### config.mk
export PLATFORM = sky130hd
export DESIGN_NAME = load_store_unit
export DESIGN_NICKNAME = d
export VERILOG_FILES = /design/src/rtl/load_store_unit.sv
export SDC_FILE = /design/constraint.sdc
export NUM_CORES = 1
export LEC_CHECK = 0
export ABC_CLOCK_PERIOD_IN_PS = 6840
export CAP_MARGIN = 20
export CORE_MARGIN = 2
export CORE_UTILIZATION = 50
export DETAILED_ROUTE_END_ITERATION = 12
export PLACE_DENSITY = 0.95
export SYNTH_ARGS = -nofsm -noshare
export SYNTH_HDL_FRONTEND = slang
export SYNTH_SLANG_ARGS = --single-unit
### constraint.sdc
create_clock -name clk -period 6.84 [get_ports clk]
set_input_delay 1.026 -clock clk [delete_from_list [all_inputs] [get_ports clk]]
set_output_delay 1.026 -clock clk [all_outputs]
set_load 0.01 [all_outputs]
### src/rtl/load_store_unit.sv
// -----------------------------------------------------------------------------
// load_store_unit
// Initiator side of a 64-bit little-endian, byte-addressed data-memory port.
// Takes one load/store request at a time, returns extended load data or a
// store acknowledge on a valid/ready response channel. Sub-doubleword stores
// are done as read-modify-write because the memory always writes 8 bytes.
//
// Ports
//   clk, reset_n                  clock, asynchronous active-low reset
//   req_valid/req_ready           request handshake (ready only when idle)
//   req_is_store, req_funct3      access kind and RISC-V size/sign encoding
//   req_addr, req_wdata           byte address and store data
//   resp_valid/resp_ready         response handshake
//   resp_rdata, resp_err          extended load data (0 for stores/errors), error
//   Mem_Addr, Write_Data          memory address and write data
//   MemRead, MemWrite             memory enables (never both high)
//   Read_Data                     memory read data (combinational)
// -----------------------------------------------------------------------------
module load_store_unit #(
    parameter int MEM_BYTES = 64
) (
    input  logic        clk,
    input  logic        reset_n,
    input  logic        req_valid,
    output logic        req_ready,
    input  logic        req_is_store,
    input  logic [2:0]  req_funct3,
    input  logic [63:0] req_addr,
    input  logic [63:0] req_wdata,
    output logic        resp_valid,
    input  logic        resp_ready,
    output logic [63:0] resp_rdata,
    output logic        resp_err,
    output logic [63:0] Mem_Addr,
    output logic [63:0] Write_Data,
    output logic        MemRead,
    output logic        MemWrite,
    input  logic [63:0] Read_Data
);

    localparam logic [63:0] MAX_ADDR = 64'(MEM_BYTES - 8);

    typedef enum logic [1:0] {
        ST_IDLE  = 2'd0,
        ST_READ  = 2'd1,
        ST_WRITE = 2'd2,
        ST_RESP  = 2'd3
    } state_t;

    state_t      state_q, state_d;
    logic [63:0] addr_q, addr_d;
    logic [63:0] wdata_q, wdata_d;     // store data, later the merged doubleword
    logic [2:0]  funct3_q, funct3_d;
    logic        is_store_q, is_store_d;
    logic [63:0] rdata_q, rdata_d;
    logic        err_q, err_d;
    logic [63:0] mem_addr_q, mem_addr_d;
    logic [63:0] write_data_q, write_data_d;
    logic        mem_read_q, mem_read_d;
    logic        mem_write_q, mem_write_d;
    logic        illegal_s;

    // Sign- or zero-extend the low 1/2/4/8 bytes; funct3[2] selects zero-extension.
    function automatic logic [63:0] extend_load(input logic [63:0] raw, input logic [2:0] f3);
        logic [63:0] res;
        case (f3[1:0])
            2'b00:   res = f3[2] ? {56'd0, raw[7:0]}  : {{56{raw[7]}},  raw[7:0]};
            2'b01:   res = f3[2] ? {48'd0, raw[15:0]} : {{48{raw[15]}}, raw[15:0]};
            2'b10:   res = f3[2] ? {32'd0, raw[31:0]} : {{32{raw[31]}}, raw[31:0]};
            default: res = raw;
        endcase
        return res;
    endfunction

    // Overlay the low 1/2/4 bytes of the store data onto the doubleword read back.
    function automatic logic [63:0] merge_store(input logic [63:0] old_d, input logic [63:0] new_d,
                                                input logic [1:0] sz);
        logic [63:0] res;
        case (sz)
            2'b00:   res = {old_d[63:8],  new_d[7:0]};
            2'b01:   res = {old_d[63:16], new_d[15:0]};
            2'b10:   res = {old_d[63:32], new_d[31:0]};
            default: res = new_d;
        endcase
        return res;
    endfunction

    // Request legality, judged on the live request fields at accept time.
    always_comb begin
        illegal_s = (req_addr > MAX_ADDR) || (req_funct3 == 3'b111) ||
                    (req_is_store && req_funct3[2]);
    end

    // Next-state, datapath and next memory-port values.
    always_comb begin
        state_d    = state_q;
        addr_d     = addr_q;
        wdata_d    = wdata_q;
        funct3_d   = funct3_q;
        is_store_d = is_store_q;
        rdata_d    = rdata_q;
        err_d      = err_q;

        case (state_q)
            ST_IDLE: begin
                if (req_valid) begin
                    addr_d     = req_addr;
                    wdata_d    = req_wdata;
                    funct3_d   = req_funct3;
                    is_store_d = req_is_store;
                    rdata_d    = 64'd0;
                    err_d      = illegal_s;
                    if (illegal_s) begin
                        state_d = ST_RESP;
                    end else if (req_is_store && (req_funct3[1:0] == 2'b11)) begin
                        state_d = ST_WRITE;   // full doubleword, no read needed
                    end else begin
                        state_d = ST_READ;
                    end
                end else begin
                    state_d = ST_IDLE;
                end
            end
            ST_READ: begin
                if (is_store_q) begin
                    wdata_d = merge_store(Read_Data, wdata_q, funct3_q[1:0]);
                    state_d = ST_WRITE;
                end else begin
                    rdata_d = extend_load(Read_Data, funct3_q);
                    state_d = ST_RESP;
                end
            end
            ST_WRITE: begin
                state_d = ST_RESP;
            end
            ST_RESP: begin
                if (resp_ready) begin
                    state_d = ST_IDLE;
                end else begin
                    state_d = ST_RESP;
                end
            end
            default: begin
                state_d = ST_IDLE;
            end
        endcase

        // Memory port is registered: drive it for the state being entered.
        mem_read_d   = (state_d == ST_READ);
        mem_write_d  = (state_d == ST_WRITE);
        mem_addr_d   = (mem_read_d || mem_write_d) ? addr_d : 64'd0;
        write_data_d = mem_write_d ? wdata_d : 64'd0;
    end

    // State and output registers; reset clears everything immediately.
    always_ff @(posedge clk or negedge reset_n) begin
        if (!reset_n) begin
            state_q      <= ST_IDLE;
            addr_q       <= 64'd0;
            wdata_q      <= 64'd0;
            funct3_q     <= 3'd0;
            is_store_q   <= 1'b0;
            rdata_q      <= 64'd0;
            err_q        <= 1'b0;
            mem_addr_q   <= 64'd0;
            write_data_q <= 64'd0;
            mem_read_q   <= 1'b0;
            mem_write_q  <= 1'b0;
        end else begin
            state_q      <= state_d;
            addr_q       <= addr_d;
            wdata_q      <= wdata_d;
            funct3_q     <= funct3_d;
            is_store_q   <= is_store_d;
            rdata_q      <= rdata_d;
            err_q        <= err_d;
            mem_addr_q   <= mem_addr_d;
            write_data_q <= write_data_d;
            mem_read_q   <= mem_read_d;
            mem_write_q  <= mem_write_d;
        end
    end

    assign req_ready  = (state_q == ST_IDLE);
    assign resp_valid = (state_q == ST_RESP);
    assign resp_rdata = rdata_q;
    assign resp_err   = err_q;
    assign Mem_Addr   = mem_addr_q;
    assign Write_Data = write_data_q;
    assign MemRead    = mem_read_q;
    assign MemWrite   = mem_write_q;

endmodule

Word-level counts from Yosys, hierarchy flattened
Index checks and enable logic that the tools add are counted.
W data, S select, Z words.
- register bits after elaboration: 329
- input port bits: 200
- output and inout bits: 197
- logic and storage cells: 54
- $lt $le $gt $ge: 1
- eq/ne operators: 11
- muxes and demuxes: 21
- reduce and logical (&&, ||, !) cells: 10
- operator list (kind ; count):
    $mux W64 ; 11
    $pmux W64 S3 ; 2
    $pmux W64 S2 ; 2
    $gt A64 B6 Y1 const B ; 1
    $eq A2 B2 Y1 const B ; 5
    $mux W2 ; 4
    $pmux W2 S4 ; 1
    $eq A2 B1 Y1 const B ; 3
    $logic_not A2 Y1 ; 2
    $ne A2 B2 Y1 const B ; 2
    $eq A3 B3 Y1 const B ; 1
    $logic_or A1 B1 Y1 ; 3
    $reduce_and A3 Y1 ; 1
    $logic_and A1 B1 Y1 ; 2
    $reduce_and A2 Y1 ; 1
    $reduce_bool A2 Y1 ; 1
    $mux W1 ; 1

Depth between registers and ports, before layout
- depth after elaboration: 9
- mapped depth: 10
- mapped depth without buffers: 6

Least setup slack after synthesis
OpenSTA, ideal clock, no wires.
- path kind: in2reg
- start point: input port req_valid
- end point: register mem_addr_q[10] (netlist: Mem_Addr[10])
- library setup time: 0.132 ns
- arrival time: 2.833 ns
- data required time: 6.708 ns
- slack: 3.875 ns
- cell stages on the path: 9
- path through: nor3b_4 > buf_2 > buf_2 > a211oi_1 > a31o_2 > ha_1 > buf_1 > clkbuf_1 > nor2b_1
- longest elaborated chain between the ends: 5
- elaborated cells between the ends (all ways): 8
- RTL lines (what ; line ; source):
    start: declaration ; 24 ; input logic req_valid,
    $mux W2 ; 106 ; if (req_valid) begin
    $pmux W2 S4 ; 104 ; case (state_q)
    $eq A2 B1 Y1 or $eq A2 B2 Y1 (tied branches) ; 149, 150 ;
    $logic_or A1 B1 Y1 ; 151 ; mem_addr_d = (mem_read_d || mem_write_d) ? addr_d : 64'd0;
    $mux W64 * ; 151 ;
    via mem_addr_d[10] ; 57 ; logic [63:0] mem_addr_q, mem_addr_d;
    end signal: assignment ; 177 ; mem_addr_q <= mem_addr_d;
    end: declaration ; 57 ;
Mark *: on every way through the listed nets, which the timed path passes. The rest lies on a longest branch.
A chain may end at the register's enable or synchronous reset.

Final worst setup path
- start point: input port req_addr[1]
- end point: register mem_addr_q[9] (netlist: Mem_Addr[9])
- longest elaborated chain between the ends: 9
- elaborated cells between the ends (all ways): 10
- RTL lines (what ; line ; source):
    start: declaration ; 28 ; input logic [63:0] req_addr,
    $gt A64 B6 Y1 * ; 90 ; illegal_s = (req_addr > MAX_ADDR) || (req_funct3 == 3'b111) ||
    $logic_or A1 B1 Y1 * (2 in a row) ; 90 ;
    $mux W2 * ; 113 ; if (illegal_s) begin
    $mux W2 * ; 106 ;
    $pmux W2 S4 * ; 104 ;
    via state_d[1] ; 50 ; state_t state_q, state_d;
    $eq A2 B1 Y1 or $eq A2 B2 Y1 (tied branches) ; 149, 150 ;
    $logic_or A1 B1 Y1 * ; 151 ;
    $mux W64 * ; 151 ;
    via mem_addr_d[9] ; 57 ;
Marks and branches as above.

==> results.toml <==
[status]
outcome = "completed"

[logic_synthesis]
synth_area_leaders = "dfrtp_1, mux2_2, and2_1"
synth_top_cell_area_share_pct = 66.2
synth_warnings = 0
ys_async_sr_fraction_pct = 100
synth_edf_count = 0
synth_nets = 1153
avgSynthCellArea_sq_um = 13.1
yosysMostFrequentCell = "dfrtp_1"
ys_ff_latch = 329
synth_cell_types = 42
yosysTopAreaCell = "dfrtp_1"
synth_common_cells = "dfrtp_1, and2_1, mux2_2, nor2b_1, nand2_1"
netlist_area_sq_mm = 0.0124
yosysSeqAreaShare_pct = 66.2
synth_top_flop_cell = "dfrtp_1"
syn_inst = 950

[finish]
post-route-util_pct = 72.8
syn2layout_area_growth_pct = 42.8
fin_area_sq_mm = 0.0178
final_nets = 1535
drive_above_1_share_pct = 11.2

[place]
place_area_sq_mm = 0.0166
hpwl_um = 26400
gp_congestion = 0.909
portBuffers = 396

[critical_path]
crit_slowest_cell = "ha_2"
cp_data_arrival_time_ns = 4.14
cp-end-kind = "register"
r2r-end = "Mem_Addr[53]"
crit_top_cell = "nor3_1"
reg2regPathDepth = 5
path_cells = "clkdlybuf4s50_1, nor3_1, o22ai_1, nor3_1, a21oi_1, ha_2, buf_12, nor2b_1"
crit_path_max_fanout = 41
rrSetupSlack_ns = 3.82
worstReg2RegStart = "state_q[1]"
slowest_delay_ns = 0.73
worstPathRequired_ns = 7.22
startpoint_type = "primary input"
path_class = "in -> reg"

[worst_hold_path]
hold_start = "wdata_q[21]"
holdPathEnd = "wdata_q[21]"
hold_depth = 1
hold_path_class = "reg -> reg"

[sta]
hold_violations = 0
tns_ns = 0
min_period_ns = 3.76
rsz0062_at_grt = "false"
fin_skew_ns = 0.0135
relSlewSlack_pct = 38.1
drv_slew = 0
worst_pin_slew_ns = 0.928
fmax_mhz = 266
setup_violations = 0
min_period_over_period_pct = 54.9

[clock_tree]
ctsHoldBuffers = 0
clkTransAtPathRegs_ns = 0.06
cts_made_buffers = 35
cts.repair.resized = 0
clock_path_buffers = 3
clock_latency_ns = 0.50
cts_root_buf = "clkbuf_16"
clock-sinks = 329
postCtsSetupBuffers = 0
htreeDepth = 2
cts_tree = "yes"

[drt]
drt_wl_total_um = 39000
via_count = 9480
drt-initial-drc-count = 1048
vias_per_cell = 5.65
wl_per_cell_um = 23.3
drc_errors = 0
drt_first_pass_iters = 5
drtAntennaViolNets = 0

[floorplanning]
io-pin-count = 397
core_sq_mm = 0.0244
die_x_um = 162
die-area_sq_mm = 0.0261
initial_core_util_pct = 51.0
rows = 57
die_h_um = 162

[global_route]
antenna_found_initial = 2
grt_overflow = 0
grt_usage_pct = 29.7
first_global_vias = 10000
grt_pass1_wl_um = 59100
grt_start_max_net_pins = 147

[power_and_ir_drop]
leakage_nw = 7.91
ir_drop_uv = 388
power.density_mw_per_mm2 = 459
total_power_mw = 8.15

[run]
maxCapViolCount = 0
worst max-delay path: cells and delay by family:
| kind | cells | cell delay, ns |
|---|---|---|
| buffers and inverters | 2 | 0.73 |
| adder cells (fa/ha/maj) | 1 | 0.73 |
| AND/OR/NAND/NOR | 3 | 1.18 |
| AO/OA/AOI/OAI | 2 | 0.46 |
metal layers:
metal | vias up | global-route usage (%) | share of wire (%)
met5 | - | 0 | 0
met2 | 574 | 50.3 | 50
met3 | 134 | 8.76 | 9.5
met4 | 0 | 13.8 | 4.8
met1 | 4738 | 35.2 | 36
li1 | 4034 | - | -
placed cells by master, fill, tap and decap left out, types with 36 or more instances in the layout:
cell / count
clkbuf_16: 37
and2_1: 105
mux2_2: 74
clkdlybuf4s50_1: 395
nor2_1: 36
nand2_1: 59
dfrtp_1: 329
o21ai_0: 50
a221o_1: 40
nor2b_1: 64
how the worst max path moves through the flow:
stage                 start              to  slack [ns]  cells after the start
2_1_floorplan     req_valid    Mem_Addr[10]        3.88                      9
3_3_place_gp    req_addr[1]    Mem_Addr[21]        2.64                      7
3_5_place_dp    req_addr[1]  Write_Data[42]        2.54                      7
4_1_cts        req_addr[45]  Write_Data[42]        3.04                      7
5_1_grt         req_addr[1]     Mem_Addr[9]        2.99                      8
6_report        req_addr[1]     Mem_Addr[9]        3.08                      8
state kept, by name, summed over array words and instances, names as in the netlist, 2 cells and up:
| signal | count |
|---|---|
| Mem_Addr | 64 |
| Write_Data | 64 |
| addr_q | 64 |
| resp_rdata | 64 |
| wdata_q | 64 |
| funct3_q | 3 |
| state_q | 2 |
cell type report:
class	count	area, sq um
Multi-Input combinational cell	554	3850
Tap cell	324	405
Fill cell	1527	6630
Clock inverter	9	125
Clock buffer	49	1030
Sequential cell	329	8230
Inverter	4	15.0
Antenna cell	2	5.00
Timing Repair Buffer	408	4100
report_power, final:
group	internal, mW	total, mW	switching (mW)
Combinational	1.59	3.15	1.55
Sequential	2.77	3.10	0.330
Clock	1.16	1.90	0.741
through the flow:
step | cells | hold slack [ns] | setup slack, ns
final | 1679 | 0.469 | 3.08
after global routing | 1679 | 0.489 | 2.99
after CTS | 1676 | 0.468 | 3.04
after detailed placement | 1618 | 0.455 | 2.54
after global placement | 1617 | 0.450 | 2.64
after floorplan | 950 | 0.439 | 3.88
logic make-up (layout without fill, tap and decap cells):
group | after synthesis | count (layout) | synth area share [%]
buf+inv | 67 | 470 | 2.98
simple gates | 300 | 300 | 13.4
flops | 329 | 329 | 66.2
fa+ha+maj | 3 | 3 | 0.302
mux | 75 | 75 | 6.78
compound gates | 176 | 176 | 10.3
other cells | 0 | 2 | 0
Note: power is estimated with default switching activity, not from simulation.
